`config.mk`:
```
export PLATFORM = sky130hd
export DESIGN_NAME = sync_capture_fifo
export DESIGN_NICKNAME = d
export VERILOG_FILES = /design/src/rtl/sync_capture_fifo.sv
export SDC_FILE = /design/constraint.sdc
export NUM_CORES = 1
export LEC_CHECK = 0
export CAP_MARGIN = 20
export CORE_ASPECT_RATIO = 0.7
export CORE_MARGIN = 1.5
export CORE_UTILIZATION = 50
export DETAILED_ROUTE_END_ITERATION = 10
export PLACE_DENSITY_LB_ADDON = 0.15
export SYNTH_ARGS = -nofsm -noshare
export SYNTH_HDL_FRONTEND = slang
export SYNTH_SLANG_ARGS = --single-unit
```
`constraint.sdc`:
```
create_clock -name Aclk -period 3.5 [get_ports Aclk]
set_input_delay 0.875 -clock Aclk [delete_from_list [all_inputs] [get_ports Aclk]]
set_output_delay 0.875 -clock Aclk [all_outputs]
set_load 0.05 [all_outputs]
```
`src/rtl/sync_capture_fifo.sv`:
```
`default_nettype none
// ============================================================================
// Module      : sync_capture_fifo
// Description : Fast-domain capture FIFO released by edges of a slow,
//               asynchronous timing reference. slow_in is synchronised, edge
//               detected (rise / fall / both), and each detected edge pops
//               one buffered sample into a held output word with a one-cycle
//               strobe. Dropped pushes and empty pops raise sticky flags.
// Revision    : 1.0 - initial release
// ----------------------------------------------------------------------------
// Ports:
//   Aclk         in   sole clock, rising edge
//   reset        in   asynchronous active-high reset
//   slow_in      in   asynchronous slow clock / strobe level
//   din          in   sample to buffer (WIDTH)
//   din_valid    in   push din this cycle
//   clr_flags    in   synchronous clear of overflow / underrun
//   dout         out  held output word, changes only on a successful pop
//   dout_strobe  out  one-cycle pulse when dout takes a new value
//   count        out  FIFO occupancy 0..DEPTH
//   full         out  count == DEPTH
//   overflow     out  sticky: a push was dropped
//   underrun     out  sticky: an edge event found the FIFO empty
// ============================================================================
module sync_capture_fifo #(
  parameter int WIDTH       = 4,
  parameter int DEPTH       = 4,
  parameter int SYNC_STAGES = 3,
  parameter int EDGE_MODE   = 0
) (
  input  logic                     Aclk,
  input  logic                     reset,
  input  logic                     slow_in,
  input  logic [WIDTH-1:0]         din,
  input  logic                     din_valid,
  input  logic                     clr_flags,
  output logic [WIDTH-1:0]         dout,
  output logic                     dout_strobe,
  output logic [$clog2(DEPTH):0]   count,
  output logic                     full,
  output logic                     overflow,
  output logic                     underrun
);

  localparam int                 c_ptr_w   = $clog2(DEPTH);
  localparam int                 c_cnt_w   = c_ptr_w + 1;
  localparam logic [c_cnt_w-1:0] c_depth   = c_cnt_w'(DEPTH);
  localparam logic [c_cnt_w-1:0] c_cnt_one = c_cnt_w'(1);
  localparam logic [c_ptr_w-1:0] c_ptr_one = c_ptr_w'(1);

  // Synchroniser chain and edge history
  logic [SYNC_STAGES-1:0] sync_q;
  logic                   prev_q;
  logic                   w_s_last;
  logic                   w_rise;
  logic                   w_fall;
  logic                   w_event;

  // FIFO state
  logic [WIDTH-1:0]   mem_q [DEPTH];
  logic [c_ptr_w-1:0] wptr_q;
  logic [c_ptr_w-1:0] rptr_q;
  logic [c_cnt_w-1:0] count_q;
  logic [c_cnt_w-1:0] count_d;
  logic               w_full;
  logic               w_empty;
  logic               w_push;
  logic               w_pop;

  // Output and flag registers
  logic [WIDTH-1:0] dout_q;
  logic             strobe_q;
  logic             overflow_q;
  logic             overflow_d;
  logic             underrun_q;
  logic             underrun_d;

  assign w_s_last = sync_q[SYNC_STAGES-1];
  assign w_rise   = w_s_last & ~prev_q;
  assign w_fall   = ~w_s_last & prev_q;

  always_comb begin
    w_event = 1'b0;
    case (EDGE_MODE)
      0:       w_event = w_rise;
      1:       w_event = w_fall;
      default: w_event = w_rise | w_fall;
    endcase
  end

  assign w_full  = (count_q == c_depth);
  assign w_empty = (count_q == '0);
  assign w_pop   = w_event & ~w_empty;
  // A pop in the same cycle frees the slot a full FIFO would otherwise lack.
  assign w_push  = din_valid & (~w_full | w_pop);

  always_comb begin
    count_d = count_q;
    case ({w_push, w_pop})
      2'b10:   count_d = count_q + c_cnt_one;
      2'b01:   count_d = count_q - c_cnt_one;
      default: count_d = count_q;
    endcase
  end

  // Set conditions take priority over clr_flags.
  assign overflow_d = (din_valid & w_full & ~w_pop) | (overflow_q & ~clr_flags);
  assign underrun_d = (w_event & w_empty) | (underrun_q & ~clr_flags);

  always_ff @(posedge Aclk or posedge reset) begin
    if (reset) begin
      sync_q     <= '0;
      prev_q     <= 1'b0;
      wptr_q     <= '0;
      rptr_q     <= '0;
      count_q    <= '0;
      dout_q     <= '0;
      strobe_q   <= 1'b0;
      overflow_q <= 1'b0;
      underrun_q <= 1'b0;
    end else begin
      sync_q     <= {sync_q[SYNC_STAGES-2:0], slow_in};
      prev_q     <= w_s_last;
      count_q    <= count_d;
      strobe_q   <= w_pop;
      overflow_q <= overflow_d;
      underrun_q <= underrun_d;
      if (w_push) begin
        wptr_q <= wptr_q + c_ptr_one;
      end
      if (w_pop) begin
        // Reads the pre-edge head, so a same-cycle write to that slot is safe.
        dout_q <= mem_q[rptr_q];
        rptr_q <= rptr_q + c_ptr_one;
      end
    end
  end

  // Storage needs no reset; occupancy is tracked by count_q alone.
  always_ff @(posedge Aclk) begin
    if (w_push) begin
      mem_q[wptr_q] <= din;
    end
  end

  assign dout        = dout_q;
  assign dout_strobe = strobe_q;
  assign count       = count_q;
  assign full        = w_full;
  assign overflow    = overflow_q;
  assign underrun    = underrun_q;

endmodule
`default_nettype wire

```
Yosys cells after proc, flatten, opt, wreduce, memory -nomap -nowiden:

Memories as Yosys holds them, arrays and structs flattened. A register that Yosys moved wholly into a read port is not among the register bits.
Cells that the tools add are included.

* register bits after elaboration: 14
* latch bits: 0
* bits in writable memories: 16
* bits in read-only memories: 0
* bits of input ports: 9
* output and inout bits: 11
* logic and storage cells: 37
* memories kept: 1

* add/subtract/negate cells: 4
* $mul: 0
* div/mod/pow operators: 0
* magnitude comparators: 0
* equality and inequality tests: 3
* shift-type cells: 0
* muxes and demuxes: 3
* bitwise gates (word level): 16
* reductions and logical operators: 2

Memory list
* mem_q: words 4, width 4, read ports 1, clocked after Yosys merged registers in 1, write ports 1, line 60 `logic [WIDTH-1:0] mem_q [DEPTH];`

Operators by type and width (number)
* $and A1 B1 Y1: 8
* $pmux W3 S2: 1
* $not A1 Y1: 5
* $add A2 B1 Y2 const B: 2
* $add A3 B1 Y3 const B: 1
* $eq A3 B3 Y1 const B: 1
* $logic_not A3 Y1: 1
* $or A1 B1 Y1: 3
* $sub A3 B1 Y3 const B: 1
* $eq A2 B1 Y1 const B: 1
* $eq A2 B2 Y1 const B: 1
* $mux W1: 2
* $reduce_bool A2 Y1: 1

Logic depth before layout (Yosys ltp):

Gate-level depths: netlist of run 1.

* depth after elaboration: 7
* mapped depth: 8
* mapped depth without buffers: 8

Worst setup path before layout of run 1:

Ideal clock, no wire load.

* kind: reg-to-reg
* start point: register count_q[0] (netlist: count[0])
* end point: register count_q[2] (netlist: count[2])
* library setup time: 0.126 ns
* data arrival time: 2.331 ns
* required time: 3.374 ns
* path slack: 1.042 ns
* stages on the path, launching flop included: 7
* clock period less this slack: 2.458 ns
* cells stage by stage: dfrtp_1 nor3_1 nor2_2 nand2_1 fa_1 or3_4 a311o_1

* cells in the longest elaborated chain, start to end: 7
* elaborated cells between the ends (all ways): 13
* those cells by class: 2 x add/sub; 3 x eq/ne; 1 x mux; 5 x bitwise; 2 x reduce/logical

RTL lines
* from (decl): line 63 `logic [c_cnt_w-1:0] count_q;`
* from (signal assigned): line 124 `count_q <= count_d;`
* $logic_not A3 Y1 (*): line 92 `assign w_empty = (count_q == '0);`
* $not A1 Y1 (*): line 93 `assign w_pop = w_event & ~w_empty;`
* $and A1 B1 Y1 (*): line 93
* net w_pop: line 68 `logic w_pop;`
* $or A1 B1 Y1: line 95 `assign w_push = din_valid & (~w_full | w_pop);`
* $and A1 B1 Y1: line 95
* $eq A2 B1 Y1 / $eq A2 B2 Y1 (equally long branches): line 99 `case ({w_push, w_pop})`
* $pmux W3 S2 / $reduce_bool A2 Y1 (equally long branches)

Mark *: on every way through the listed nets, which the timed path passes. The rest lies on a longest branch.
A chain may end at the register's enable or synchronous reset.

Worst setup path after layout of run 1:

* start point: register count_q[0] (netlist: count[0])
* end point: output port full

* cells in the longest elaborated chain, start to end: 1

RTL lines
* $eq A3 B3 Y1: line 91 `assign w_full = (count_q == c_depth);`
* to (decl): line 40 `output logic full,`

Every way passes these cells.

==> results by group, run 1 <==
Clock network
  • Reg clk slew, reported paths: 0.06 ns
  • H-tree lvl count: 2
  • CTS Buf Count: 5
  • Postcts setup bufs: 0
  • TritonCTS clock tree: built
  • Post-CTS resize count: 0
  • Clk buf depth: 2
  • Cts hold-fix bufs: 0
  • Root Buffer: clkbuf_8
  • Sink Count: 34
  • Clock latency on the worst-skew pair: 0.28 ns

Final layout
  • Post-route cell area: 0.00174 mm²
  • # fillers: 201
  • Antenna diode count: 0
  • Commonest cells after routing, fill and taps aside: clkdlybuf4s50_1, dfrtp_1, edfxtp_1
  • Seq. cell area: 931 µm²
  • Share of layout cells above drive strength 1: 0.161
  • P&R area growth vs syn: 20.8%
  • Commonest non-fill, non-tap cell in the layout: clkdlybuf4s50_1
  • Area of the multi-input gates: 457 µm²
  • Nets: 131

Worst setup path
  • WP data arrival: 1.95 ns
  • CP Data Required Time: 2.62 ns
  • CP Capture Type: primary output
  • CP max FO: 8
  • FF-to-FF Start: prev_q$_DFF_PP0_
  • Startpoint Class: register
  • FF-to-FF End: count[2]$_DFFE_PP0P_
  • R2R Setup Slk: 1.09 ns
  • Cells on worst reg2reg path: 6
  • Critical path class: register to primary output

Place
  • Cell area after placement: 0.00166 mm²
  • Post-DP HPWL: 1580 µm
  • Pre-CTS WS: 0.542 ns
  • PortBufs: 19
  • GP Congestion: 0.671

Timing
  • Clock Skews: 0.00505 ns
  • Slew @ Worst Pin: 0.721 ns
  • Setup WS post-layout: 0.672 ns
  • Max Fclk: 354 MHz
  • Final hold violation count: 0
  • Final slew viol count: 0
  • Setup TNS: 0 ns
  • Final worst path period share: 0.808
  • Finish-stage setup viols: 0
  • Final Critical Period: 2.83 ns
  • Slew margin rel.: 0.519
  • Worst Hold Margin: 0.355 ns
  • Unrepaired setup endpoints after global routing: false

Route
  • Antenna-violating nets left: 0
  • DR DRC count: 0
  • Total wire length: 2150 µm
  • Initial DRC count: 25
  • Wirelength per Cell: 14.0 µm
  • Routed vias: 791
  • Vias per cell: 5.14
  • Drt first pass iters: 4

Logic synthesis
  • Main synth FF type: dfrtp_1
  • Async set-reset flop share out of synthesis: 0.529
  • Post-synth EDFFs: 16
  • Synth unique cells: 31
  • Mapped cell area: 0.00144 mm²
  • Mapped Avg Cell Area: 15.5 µm²
  • Syn. warnings: 0
  • #FFs+latches synth: 34
  • Seq/Total Area, Yosys: 0.647
  • Mapped Nets: 107
  • Mapped Cells: 93

Die
  • DIE WIDTH: 67.1 µm
  • Core area: 0.00276 mm²
  • Full die area: 0.00321 mm²
  • Initial Utilization: 0.521
  • I/O Pins: 20
  • Die H: 47.9 µm
  • Num rows: 16

Min path
  • Hold path cells: 0
  • Hold_sp: sync_q[0]$_DFF_PP0_
  • Hold Crit Endpoint: sync_q[1]$_DFF_PP0_
  • Hold/Removal Path Class: register to register

Global routing
  • First-pass GRT wire length: 3530 µm
  • Total grt overflow: 0
  • GRT Total Usage: 0.167
  • Largest net degree at the start of global routing: 19
  • Initial antenna violation count: 0
  • Vias in the first global route: 747

Pwr
  • Peak supply drop: 311 µV
  • Power Density: 877 mW/mm²
  • Lkg Pwr: 0.677 nW

Run
  • Max_cap viols: 0

Status
  • Status: finished, final reports clean
sequential cells by signal, indices dropped and copies added (netlist names):
name,flops
dout,4
dout_strobe,1
rptr_q,2
count,3
sync_q,3
wptr_q,2
underrun,1
mem_q,16
prev_q,1
overflow,1
where the power goes:
part	leakage, nW	internal, mW	switching (mW)
Clock	0.0407	0.132	0.125
Sequential	0.364	0.537	0.102
Combinational	0.272	0.267	0.361
how the worst max path moves through the flow:
stage	depth (start not counted)	endpoint	slack [ns]	start
after floorplan	6	count[2]$_DFFE_PP0P_	1.04	count[0]$_DFFE_PP0P_
after global placement	6	count[2]$_DFFE_PP0P_	0.60	din_valid
after detailed placement	6	count[2]$_DFFE_PP0P_	0.54	din_valid
after CTS	3	full	0.68	count[0]$_DFFE_PP0P_
after global routing	3	full	0.59	count[0]$_DFFE_PP0P_
final	3	full	0.67	count[0]$_DFFE_PP0P_
layer usage:
metal  track usage  share of wire  vias to the layer above  routed length [µm]
met2         0.230           0.44                       15                 954
met3        0.0635          0.043                        5                  93
met4        0.0857          0.018                        0                  38
met1         0.232           0.50                      386                1070
li1              -              -                      385                   -
met5             0              0                        -                   0
stage by stage:
step / cells / power (mW) / utilization
final: 154 / 1.52 / 0.629
after global routing: 154 / 1.62 / 0.629
after CTS: 154 / 1.54 / 0.629
after detailed placement: 146 / 1.28 / 0.600
after global placement: 146 / 1.27 / 0.600
after floorplan: 93 / 1.09 / -
cells by family (layout without fill, tap and decap cells):
family,after synthesis,after routing,share of synthesized area
AO/OA/AOI/OAI,9,9,0.0548
XOR/XNOR,5,5,0.0304
adder cells (fa/ha/maj),5,5,0.0487
buffers and inverters,10,35,0.0357
flip-flops,34,34,0.647
multiplexers,9,9,0.102
AND/OR/NAND/NOR,21,21,0.0817
worst max-delay path, cell delays in order, from the launching register on:
cell	delay, ns
dfrtp_1	0.47
nor2_1	0.15
and2_1	0.23
clkdlybuf4s50_1	0.83
Yosys cell counts (2+ instances only):
cell type,number,share of area
edfxtp_1,16,0.33
inv_1,7,0.018
ha_1,4,0.035
o22ai_1,2,0.0087
nor2_1,2,0.0052
mux2_2,5,0.039
nor3_1,3,0.010
and2_1,5,0.022
mux4_2,4,0.063
dfrtp_1,18,0.31
xnor2_1,3,0.018
xor2_1,2,0.012
nand2_1,4,0.010
area by class of cell:
type,instances,share of cell area
well taps,36,0.0259
clock inverters,3,0.00648
repair buffers,19,0.109
multi-input cells,49,0.263
flip-flops and latches,34,0.536
inverters,8,0.0202
clock buffers,5,0.0396
Power figures use the tool's default switching activity.
==> run 2, diff against run 1 <==
- CORE_UTILIZATION: 50 -> 48
- clock period: 3.5 -> 2.3 ns (I/O delays scaled with it)
==> run 2 against run 1 <==
  * Highest routed layer unchanged
  * Global-route usage is 0.16 points higher
  * Via count rose by 3.2%
  * Sequential power grew 53%
  * First-iteration DRC count is 80% higher
  * Core utilization is 0.35 points higher
  * Largest power group unchanged
  * Wire length is 6.4% higher
  * Clock power grew 56%
  * Sequential share of layout area down 1.2 points
  * Flip-flop and latch count unchanged
  * Worst setup slack lost 0.54 ns
  * Critical endpoint is now count[2]$_DFFE_PP0P_
  * Cell count grew 3.9%
  * Combinational power increased by 55%
==> results by group, run 2 (synthesis results as in run 1) <==
Worst setup path
  • Crit-path slowest cell: clkdlybuf4s50_1
  • WP buf/inv: 2
  • Critical Path, Cell by Cell: clkdlybuf4s50_1 -> inv_6 -> nand2_1 -> fa_1 -> or3_4 -> a311o_1
  • CP max FO: 2
  • CP Data Required Time: 2.45 ns
  • R2R Setup Slk: 0.16 ns
  • Delay-heaviest family, CP: buffers and inverters
  • Startpoint Class: primary input
  • Crit path largest cell delay: 0.49 ns
  • Critical path class: primary input to register
  • CP Capture Type: register
  • WP data arrival: 2.32 ns

Clock network
  • Post-CTS resize count: 0
  • Clk buf depth: 2
  • Reg clk slew, reported paths: 0.06 ns
  • CTS Buf Count: 5
  • Cts hold-fix bufs: 0
  • Root Buffer: clkbuf_8
  • TritonCTS clock tree: built
  • Clock latency on the worst-skew pair: 0.27 ns
  • Sink Count: 34
  • Postcts setup bufs: 0
  • H-tree lvl count: 2

Global routing
  • First-pass GRT wire length: 3930 µm
  • Initial antenna violation count: 0
  • Largest net degree at the start of global routing: 19
  • GRT Total Usage: 0.168
  • Vias in the first global route: 859
  • Total grt overflow: 0

Final layout
  • P&R area growth vs syn: 24.1%
  • Commonest cells after routing, fill and taps aside: clkdlybuf4s50_1, edfxtp_1, dfrtp_1
  • Nets: 137
  • Commonest non-fill, non-tap cell in the layout: clkdlybuf4s50_1
  • Share of layout cells above drive strength 1: 0.242
  • Max reg flops: 16
  • Post-route cell area: 0.00179 mm²
  • Largest Register: mem_q
  • Antenna diode count: 0
  • Final Util: 0.633

Route
  • DR DRC count: 0
  • Total wire length: 2290 µm
  • Drt first pass iters: 4
  • Vias per cell: 5.10
  • Routed vias: 816
  • Initial DRC count: 45
  • Antenna-violating nets left: 0
  • Wirelength per Cell: 14.3 µm

Die
  • Core area: 0.00282 mm²
  • Num rows: 16
  • DIE WIDTH: 68.4 µm
  • Full die area: 0.00334 mm²
  • I/O Pins: 20
  • Die H: 48.8 µm
  • Initial Utilization: 0.510

Place
  • PortBufs: 19
  • GP Congestion: 0.831
  • Cell area after placement: 0.00170 mm²
  • Post-DP HPWL: 1710 µm

Timing
  • Clock Skews: 0.00720 ns
  • Unrepaired setup endpoints after global routing: false
  • Final slew viol count: 0
  • Final hold violation count: 0
  • Worst Hold Margin: 0.349 ns
  • Slew margin rel.: 0.668
  • Final worst path period share: 0.943
  • Finish-stage setup viols: 0
  • Max Fclk: 461 MHz
  • Slew @ Worst Pin: 0.497 ns
  • Final Critical Period: 2.17 ns

Pwr
  • Total power: 2.35 mW
  • Peak supply drop: 623 µV
  • Lkg Pwr: 0.705 nW
  • Power Density: 1320 mW/mm²

Min path
  • Hold/Removal Path Class: register to register

Status
  • Status: finished, final reports clean

Run
  • Max_cap viols: 0
==> run 2: changes by cell type in the layout (fill, tap and decap cells not counted), sizes merged <==
cell,previous run,this run
buf,0,7
clkbuf,5,6
clkdlybuf4s50,19,18
clkinv,3,2
==> run 2: cell type report <==
type / count / area [µm²]
Fill cell: 215 / 1040
Tap cell: 36 / 45.0
Multi-Input combinational cell: 49 / 457
Clock inverter: 2 / 8.76
Sequential cell: 34 / 935
Timing Repair Buffer: 25 / 233
Clock buffer: 6 / 72.6
Inverter: 8 / 35.0
==> run 2: path summary, 6_finish.rpt <==
path | end | depth (start not counted) | startpoint
setup / recovery | count[2]$_DFFE_PP0P_ | 6 | din_valid
hold / removal | sync_q[2]$_DFF_PP0_ | 0 | sync_q[1]$_DFF_PP0_
setup reg to reg | count[2]$_DFFE_PP0P_ | 6 | prev_q$_DFF_PP0_
hold reg to reg | sync_q[2]$_DFF_PP0_ | 0 | sync_q[1]$_DFF_PP0_
max in group asynchronous | count[2]$_DFFE_PP0P_ | 3 | reset
min in group asynchronous | prev_q$_DFF_PP0_ | 3 | reset
==> run 2: layer usage <==
metal	global-route usage	vias to the layer above	routed length, µm
met4	0.0600	0	8
met1	0.232	409	1120
met3	0.0624	2	86
met2	0.245	16	1070
met5	0	-	0
li1	-	389	-
==> run 2: power breakdown <==
part           internal, mW  switching, mW
clock network         0.208          0.193
logic                 0.422          0.551
registers             0.823          0.155
total                  1.45          0.898
==> run 2: per-stage QoR <==
stage	worst slack [ns]	std cells	TNS, ns
global route	0.0577	160	0
global placement	-0.113	152	-0.113
finish	0.132	160	0
CTS	0.138	160	0
detailed placement	-0.150	152	-0.150
floorplan	0.0330	93	0
==> run 3, diff against run 2 <==
- CTS_BUF_LIST: default -> sky130_fd_sc_hd__clkbuf_16
==> run 3 against run 2 <==
  * Non-clock buffer count unchanged
  * Core utilization is 2.0 points higher
  * Global-route usage grew 0.78 points
  * Flip-flop and latch count is the same
  * Critical path depth unchanged
  * Wire length rose by 5.5%
  * Combinational power about the same
  * Worst hold slack got worse by 0.0029 ns
  * Cell count unchanged
  * Die area stayed put
==> results by group, run 3 (synthesis results as in run 1) <==
Timing
  • Setup TNS: 0 ns
  • Slew @ Worst Pin: 0.497 ns
  • Final slew viol count: 0
  • Final worst path period share: 0.953
  • Max Fclk: 456 MHz
  • Finish-stage setup viols: 0
  • Unrepaired setup endpoints after global routing: false
  • Slew margin rel.: 0.668
  • Clock Skews: 0.00422 ns
  • Final Critical Period: 2.19 ns
  • Setup WS post-layout: 0.108 ns
  • Final hold violation count: 0

Place
  • GP Congestion: 0.831
  • Post-DP HPWL: 1710 µm
  • Pre-CTS WS: -0.150 ns
  • Post-Place Cells: 152
  • PortBufs: 19
  • Cell area after placement: 0.00170 mm²

Global routing
  • Largest net degree at the start of global routing: 19
  • First-pass GRT wire length: 4090 µm
  • Total grt overflow: 0
  • Vias in the first global route: 878
  • GRT Total Usage: 0.176
  • Initial antenna violation count: 0

Final layout
  • Antenna diode count: 0
  • Post-route cell area: 0.00184 mm²
  • Area of the multi-input gates: 457 µm²
  • # fillers: 210
  • Seq. cell area: 935 µm²
  • Share of layout cells above drive strength 1: 0.242
  • Non-filler cells, final: 160
  • Largest Register: mem_q
  • Nets: 137
  • Commonest cells after routing, fill and taps aside: clkdlybuf4s50_1, edfxtp_1, dfrtp_1
  • Max reg flops: 16
  • Commonest non-fill, non-tap cell in the layout: clkdlybuf4s50_1
  • P&R area growth vs syn: 28.0%

Run
  • Max_cap viols: 0

Clock network
  • Clock latency on the worst-skew pair: 0.27 ns
  • Postcts setup bufs: 0
  • Root Buffer: clkbuf_16
  • Clk buf depth: 2
  • Post-CTS resize count: 0
  • Sink Count: 34
  • H-tree lvl count: 2
  • Cts hold-fix bufs: 0
  • Reg clk slew, reported paths: 0.05 ns
  • TritonCTS clock tree: built
  • CTS Buf Count: 5

Worst setup path
  • CP max FO: 2
  • Delay-heaviest family, CP: buffers and inverters
  • Critical path class: primary input to register
  • Crit-path slowest cell: clkdlybuf4s50_1
  • WP data arrival: 2.34 ns
  • Critical Path, Cell by Cell: clkdlybuf4s50_1 -> inv_6 -> nand2_1 -> fa_1 -> or3_4 -> a311o_1
  • Startpoint Class: primary input
  • CP Capture Type: register
  • CP Data Required Time: 2.45 ns
  • Crit path largest cell delay: 0.48 ns
  • WP buf/inv: 2

Route
  • Drt first pass iters: 4
  • Routed vias: 820
  • Total wire length: 2420 µm
  • Antenna-violating nets left: 0
  • Initial DRC count: 48
  • DR DRC count: 0
  • Vias per cell: 5.13
  • Wirelength per Cell: 15.1 µm

Pwr
  • Power Density: 1390 mW/mm²
  • Total power: 2.57 mW
  • Peak supply drop: 695 µV
  • Lkg Pwr: 0.735 nW

Die
  • Core area: 0.00282 mm²
  • Die H: 48.8 µm
  • Initial Utilization: 0.510
  • I/O Pins: 20
  • Num rows: 16
  • Full die area: 0.00334 mm²
  • DIE WIDTH: 68.4 µm

Min path
  • Hold/Removal Path Class: register to register

Status
  • Status: finished, final reports clean
## run 3: changes by cell type in the layout (fill, tap and decap cells not counted), sizes merged
| cell | before | now |
|---|---|---|
| clkbuf | 6 | 5 |
| inv | 8 | 9 |
## run 3: worst register-to-register path, cell delays in order, from the launching register on
cell and delay, ns:
dfrtp_1 0.37, nand2b_1 0.26, nor2_2 0.18, nand2_1 0.08, fa_1 0.41, or3_4 0.39, a311o_1 0.35
## run 3: cell type report
cell class / count / area share
repair buffers: 25 / 0.126
clock buffers: 5 / 0.0679
flip-flops and latches: 34 / 0.507
clock inverters: 3 / 0.00679
inverters: 8 / 0.0190
multi-input cells: 49 / 0.248
well taps: 36 / 0.0245
## run 3: path summary, 6_finish.rpt
check | start | endpoint | slack, ns | depth (start not counted)
setup / recovery | din_valid | count[2]$_DFFE_PP0P_ | 0.11 | 6
hold reg to reg | sync_q[1]$_DFF_PP0_ | sync_q[2]$_DFF_PP0_ | 0.35 | 0
min in group asynchronous | reset | prev_q$_DFF_PP0_ | 0.62 | 3
hold / removal | sync_q[1]$_DFF_PP0_ | sync_q[2]$_DFF_PP0_ | 0.35 | 0
setup reg to reg | prev_q$_DFF_PP0_ | count[2]$_DFFE_PP0P_ | 0.14 | 6
max in group asynchronous | reset | count[0]$_DFFE_PP0P_ | 1.47 | 3
## run 3: stage by stage
| step | util | hold slack (ns) |
|---|---|---|
| after floorplan | - | 0.331 |
| after global placement | 0.604 | 0.335 |
| after detailed placement | 0.604 | 0.336 |
| after CTS | 0.652 | 0.348 |
| after global routing | 0.652 | 0.359 |
| final | 0.652 | 0.346 |
## run 3: per-layer routing
| metal | vias up | part of all wire | track usage |
|---|---|---|---|
| met5 | - | 0 | 0 |
| met4 | 0 | 0.022 | 0.0867 |
| met3 | 7 | 0.036 | 0.0670 |
| met2 | 15 | 0.46 | 0.248 |
| met1 | 408 | 0.48 | 0.238 |
| li1 | 390 | - | - |
## run 3: power breakdown
| part | total, mW | internal (mW) | switching (mW) |
|---|---|---|---|
| logic | 0.976 | 0.423 | 0.553 |
| clock network | 0.611 | 0.390 | 0.221 |
| registers | 0.982 | 0.824 | 0.158 |
==> edit 1, RTL diff (settings of run 2) <==
Make the reset (`reset`) synchronous in one clocked block. Comments in the files are not updated.
--- a/src/rtl/sync_capture_fifo.sv
+++ b/src/rtl/sync_capture_fifo.sv
@@ -107,7 +107,7 @@
   assign overflow_d = (din_valid & w_full & ~w_pop) | (overflow_q & ~clr_flags);
   assign underrun_d = (w_event & w_empty) | (underrun_q & ~clr_flags);
 
-  always_ff @(posedge Aclk or posedge reset) begin
+  always_ff @(posedge Aclk) begin
     if (reset) begin
       sync_q     <= '0;
       prev_q     <= 1'b0;
Function: differs if reset is asserted again (counterexample within 4 cycles, from zero or initial values and one cycle with reset high); with reset held inactive, the same outputs for 10 cycles.
==> edit 1 against run 2 <==
Area after synthesis shrank 1.7%; routed wire length grew 7.1%; synthesized cell count grew 18%; maximum frequency shrank 1.8%; die area shrank 1.6%; cell area shrank 0.42%; sequential cell count is the same; setup slack lost 0.040 ns.
Power is not compared: it rests on default switching activity, and its combinational part moved more than twofold at a synthesized area within 25%.
==> edit 1: results (changes against run 2) <==
Post-DP Area=0.00169 mm^2 (was 0.00170 mm^2); Tmin final=2.21 ns (was 2.17 ns); CP startpoint=din_valid (unchanged); Clock Pin Slew Worst Setup and Hold Paths=0.07 ns; R2R Path End=count[2] (unchanged); relative slew slack=0.638 (was 0.668); r2r worst-path depth=8 (was 6); DRT Wirelength=2450 um (was 2290 um); DRT Pass-1 Iters=4 (unchanged); total track usage=0.167 (was 0.168); Worst Path Max Fanout=2 (unchanged); top cells by area, synth=edfxtp_1, dfxtp_1, mux4_2 (was edfxtp_1, dfrtp_1, mux4_2); dpl ws=-0.184 ns (was -0.150 ns); area grow syn2layout=25.6% (was 24.1%); Largest register FFs=16 (unchanged); register area share after synthesis=0.594 (was 0.647); top cells by count, synth=dfxtp_1, edfxtp_1, inv_1, nor2_1, a21oi_1 (was dfrtp_1, edfxtp_1, inv_1, and2_1, mux2_2); htree depth=2 (unchanged); dpl cells=166 (was 152); 1st-iter DRT viols=40 (was 45); detailed-route via count=895 (was 816); register-to-register setup slack=0.20 ns (was 0.16 ns); Biggest register=mem_q (unchanged); CTS root buf=clkbuf_8 (unchanged); postcts setup bufs=0 (unchanged); routed length per instance=14.1 um (was 14.3 um); RD Place Congestion=0.803 (was 0.831); post-route clock skew=0.00964 ns (was 0.00720 ns); share of flip-flops with an asynchronous set or reset=0 (was 0.529); initial antenna violation count=0 (unchanged); Setup crit end=count[2] (unchanged); status=completed (unchanged); n_diodes=0 (unchanged); global-route wire length before repair=3860 um (was 3930 um); Leak=0.000636 uW; share of post-route cells with drive strength above 1=0.246 (was 0.242); post-DP HPWL=1780 um (was 1710 um); Port Buffers=19 (unchanged); Worst EP arrival=2.42 ns (was 2.32 ns); Mapped Nets=125 (was 107); Nets=152 (was 137); EDFF count, synth=16 (unchanged); Worst R2R Start=prev_q (unchanged); number of global-route vias before repair=843 (was 859); largest net degree at the start of global routing=11 (was 19); CTS resizes=0 (unchanged); Synth Area per Inst=12.9 um^2 (was 15.5 um^2); maximum VDD drop=411 uV
## edit 1: changes by cell type after synthesis, sizes merged, moves of 3 or more
cell and change:
xnor2 -3, o21ai +5, nand3 +3, nor2b +5
mux2 -4, nor2 +6, dfxtp +18, a21oi +6
dfrtp -18
## edit 1: layer usage
metal  up-vias  wire length [um]  GRT usage
met5         -                 0          0
met3         5               182     0.0674
met2        28               999      0.222
li1        437                 -          -
met1       425              1230      0.235
met4         0                40     0.0800
## edit 1: cell families (layout without fill, tap and decap cells)
family | after synthesis | in the layout | synth area share
compound gates | 18 | 18 | 0.0875
mux | 6 | 6 | 0.0813
fa+ha+maj | 6 | 6 | 0.0584
buf+inv | 13 | 41 | 0.0380
simple gates | 31 | 31 | 0.128
xor+xnor | 2 | 2 | 0.0124
flops | 34 | 34 | 0.594
## edit 1: power by group
| part | internal (uW) | switching [uW] | total, uW |
|---|---|---|---|
| sequential | 661 | 20.7 | 681 |
| clock | 241 | 203 | 444 |
| combinational | 69.3 | 90.5 | 160 |
## edit 1: area by class of cell
cell class,instances,area (um^2)
fillers,216,1020
clock inverters,1,5.00
inverters,9,33.8
flip-flops and latches,34,847
clock buffers,7,86.3
repair buffers,24,225
multi-input cells,63,536
well taps,36,45.0
## edit 1: worst min-delay path by stage
| stage | start | end | slack, ns | cells past startpoint |
|---|---|---|---|---|
| 2_1_floorplan | sync_q[0] | sync_q[1] | 0.41 | 1 |
| 3_3_place_gp | sync_q[1] | sync_q[2] | 0.42 | 1 |
| 3_5_place_dp | sync_q[0] | sync_q[1] | 0.44 | 1 |
| 4_1_cts | sync_q[0] | sync_q[1] | 0.45 | 1 |
| 5_1_grt | sync_q[0] | sync_q[1] | 0.46 | 1 |
| 6_report | sync_q[1] | sync_q[2] | 0.44 | 1 |
## edit 1: critical path: stages
cell and delay (ns):
clkdlybuf4s50_1 0.44, a21boi_4 0.15, inv_1 0.07, ha_2 0.18
inv_2 0.04, fa_2 0.35, xor2_1 0.18, or3_4 0.32
a21oi_1 0.11
## edit 1: stage by stage
step	hold slack [ns]	setup TNS, ns
global route	0.464	0
detailed placement	0.436	-0.190
floorplan	0.414	-0.263
finish	0.445	0
global placement	0.421	-0.142
CTS	0.450	0
==> edit 2, RTL diff (flow settings as in run 2) <==
Without the edit above. Set the parameter `WIDTH` to 6 (it was 4).
--- a/src/rtl/sync_capture_fifo.sv
+++ b/src/rtl/sync_capture_fifo.sv
@@ -23,7 +23,7 @@
 //   underrun     out  sticky: an edge event found the FIFO empty
 // ============================================================================
 module sync_capture_fifo #(
-  parameter int WIDTH       = 4,
+  parameter int WIDTH       = 6,
   parameter int DEPTH       = 4,
   parameter int SYNC_STAGES = 3,
   parameter int EDGE_MODE   = 0
Interface: changed (resized din and dout); port bits go from 20 to 24. The function was not compared with the original's and may differ.
==> edit 2 against run 2 <==
Routed wire length grew 19%; setup slack lost 0.021 ns; critical endpoint is now count[0]; sequential cell count up 10; largest cell class unchanged; critical path depth decreased by 5; total power rose by 28%; area after synthesis up 25%; cell area is 24% higher.
==> edit 2: results (changes against run 2) <==
dpl cells=168 (was 152); RD Place Congestion=0.685 (was 0.831); WL met2=1380 um (was 1070 um); Mapped Nets=112 (was 107); wl on met1=1230 um (was 1120 um); CP startpoint=count[0] (was din_valid); Worst Path Max Fanout=6 (was 2); post-synth top area cell=edfxtp_1 (unchanged); r2r worst-path depth=8 (was 6); Setup crit end=count[0] (was count[2]); global-route wire length before repair=4280 um (was 3930 um); share of flip-flops with an asynchronous set or reset=0.455 (was 0.529); hold_ws=0.354 ns (was 0.349 ns); total track usage=0.149 (was 0.168); clk_lat worst skew=0.29 ns (was 0.27 ns); detailed-route via count=854 (was 816); Leak=0.000861 uW (was 0.000705 uW); total internal power=1920 uW (was 1450 uW); 1st-iter DRT viols=52 (was 45); post-layout worst setup margin=0.111 ns (was 0.132 ns); Vias/cell=4.85 (was 5.10); slowest stage delay, CP=0.85 ns (was 0.49 ns); min-delay src=sync_q[0] (was sync_q[1]); top cells by count, synth=edfxtp_1, dfrtp_1, inv_1, mux2_4, mux4_2 (was dfrtp_1, edfxtp_1, inv_1, and2_1, mux2_2); Power per Cell Area=1360 mW/mm^2 (was 1320 mW/mm^2); met2 GRT Util=0.268 (was 0.245); register area share after synthesis=0.678 (was 0.647); register-to-register setup slack=0.24 ns (was 0.16 ns); Port Buffers=23 (was 19); WHS Endpoint=sync_q[1] (was sync_q[2]); Largest register FFs=24 (was 16); comb pwr=1170 uW (was 973 uW); EDFF count, synth=24 (was 16); status=completed (unchanged); Synth Area per Inst=19.0 um^2 (was 15.5 um^2); worst-margin pin slew=0.520 ns (was 0.497 ns); routed length per instance=15.5 um (was 14.3 um); met1 usage=0.176 (was 0.232); post-route clock skew=0.00665 ns (was 0.00720 ns); distinct cell type count after synthesis=24 (was 31); largest net degree at the start of global routing=21 (was 19); maximum VDD drop=670 uV (was 623 uV); Nets=142 (was 137); M3 GR Usage=0.0500 (was 0.0624); Worst EP arrival=1.61 ns (was 2.32 ns); Clock Pin Slew Worst Setup and Hold Paths=0.08 ns (was 0.06 ns); dpl ws=-0.0139 ns (was -0.150 ns); Seq power=1270 uW (was 977 uW); DRT Pass-1 Iters=4 (unchanged)
==> edit 2: changes by cell type in the layout (fill, tap and decap cells not counted), moves of 3 or more <==
cell             before  now
nand2_1               4    0
mux2_4                0    7
edfxtp_1             16   24
mux2_2                5    0
nor3_1                3    0
buf_4                 7    3
clkdlybuf4s50_1      18   22
==> edit 2: cell families after synthesis <==
kind of cell,synth area share
xor gates and xnor gates,0.0292
DFF,0.678
AOI/OAI and AO/OA,0.0181
buffers and inverters,0.0250
and+or+nand+nor,0.0646
muxes,0.139
adders and majority gates,0.0459
==> edit 2: cell type report <==
type | count | area, um^2
Sequential cell | 44 | 1220
Timing Repair Buffer | 25 | 243
Clock inverter | 2 | 35.0
Clock buffer | 6 | 72.6
Tap cell | 50 | 62.6
Multi-Input combinational cell | 41 | 539
Inverter | 8 | 30.0
Fill cell | 281 | 1350
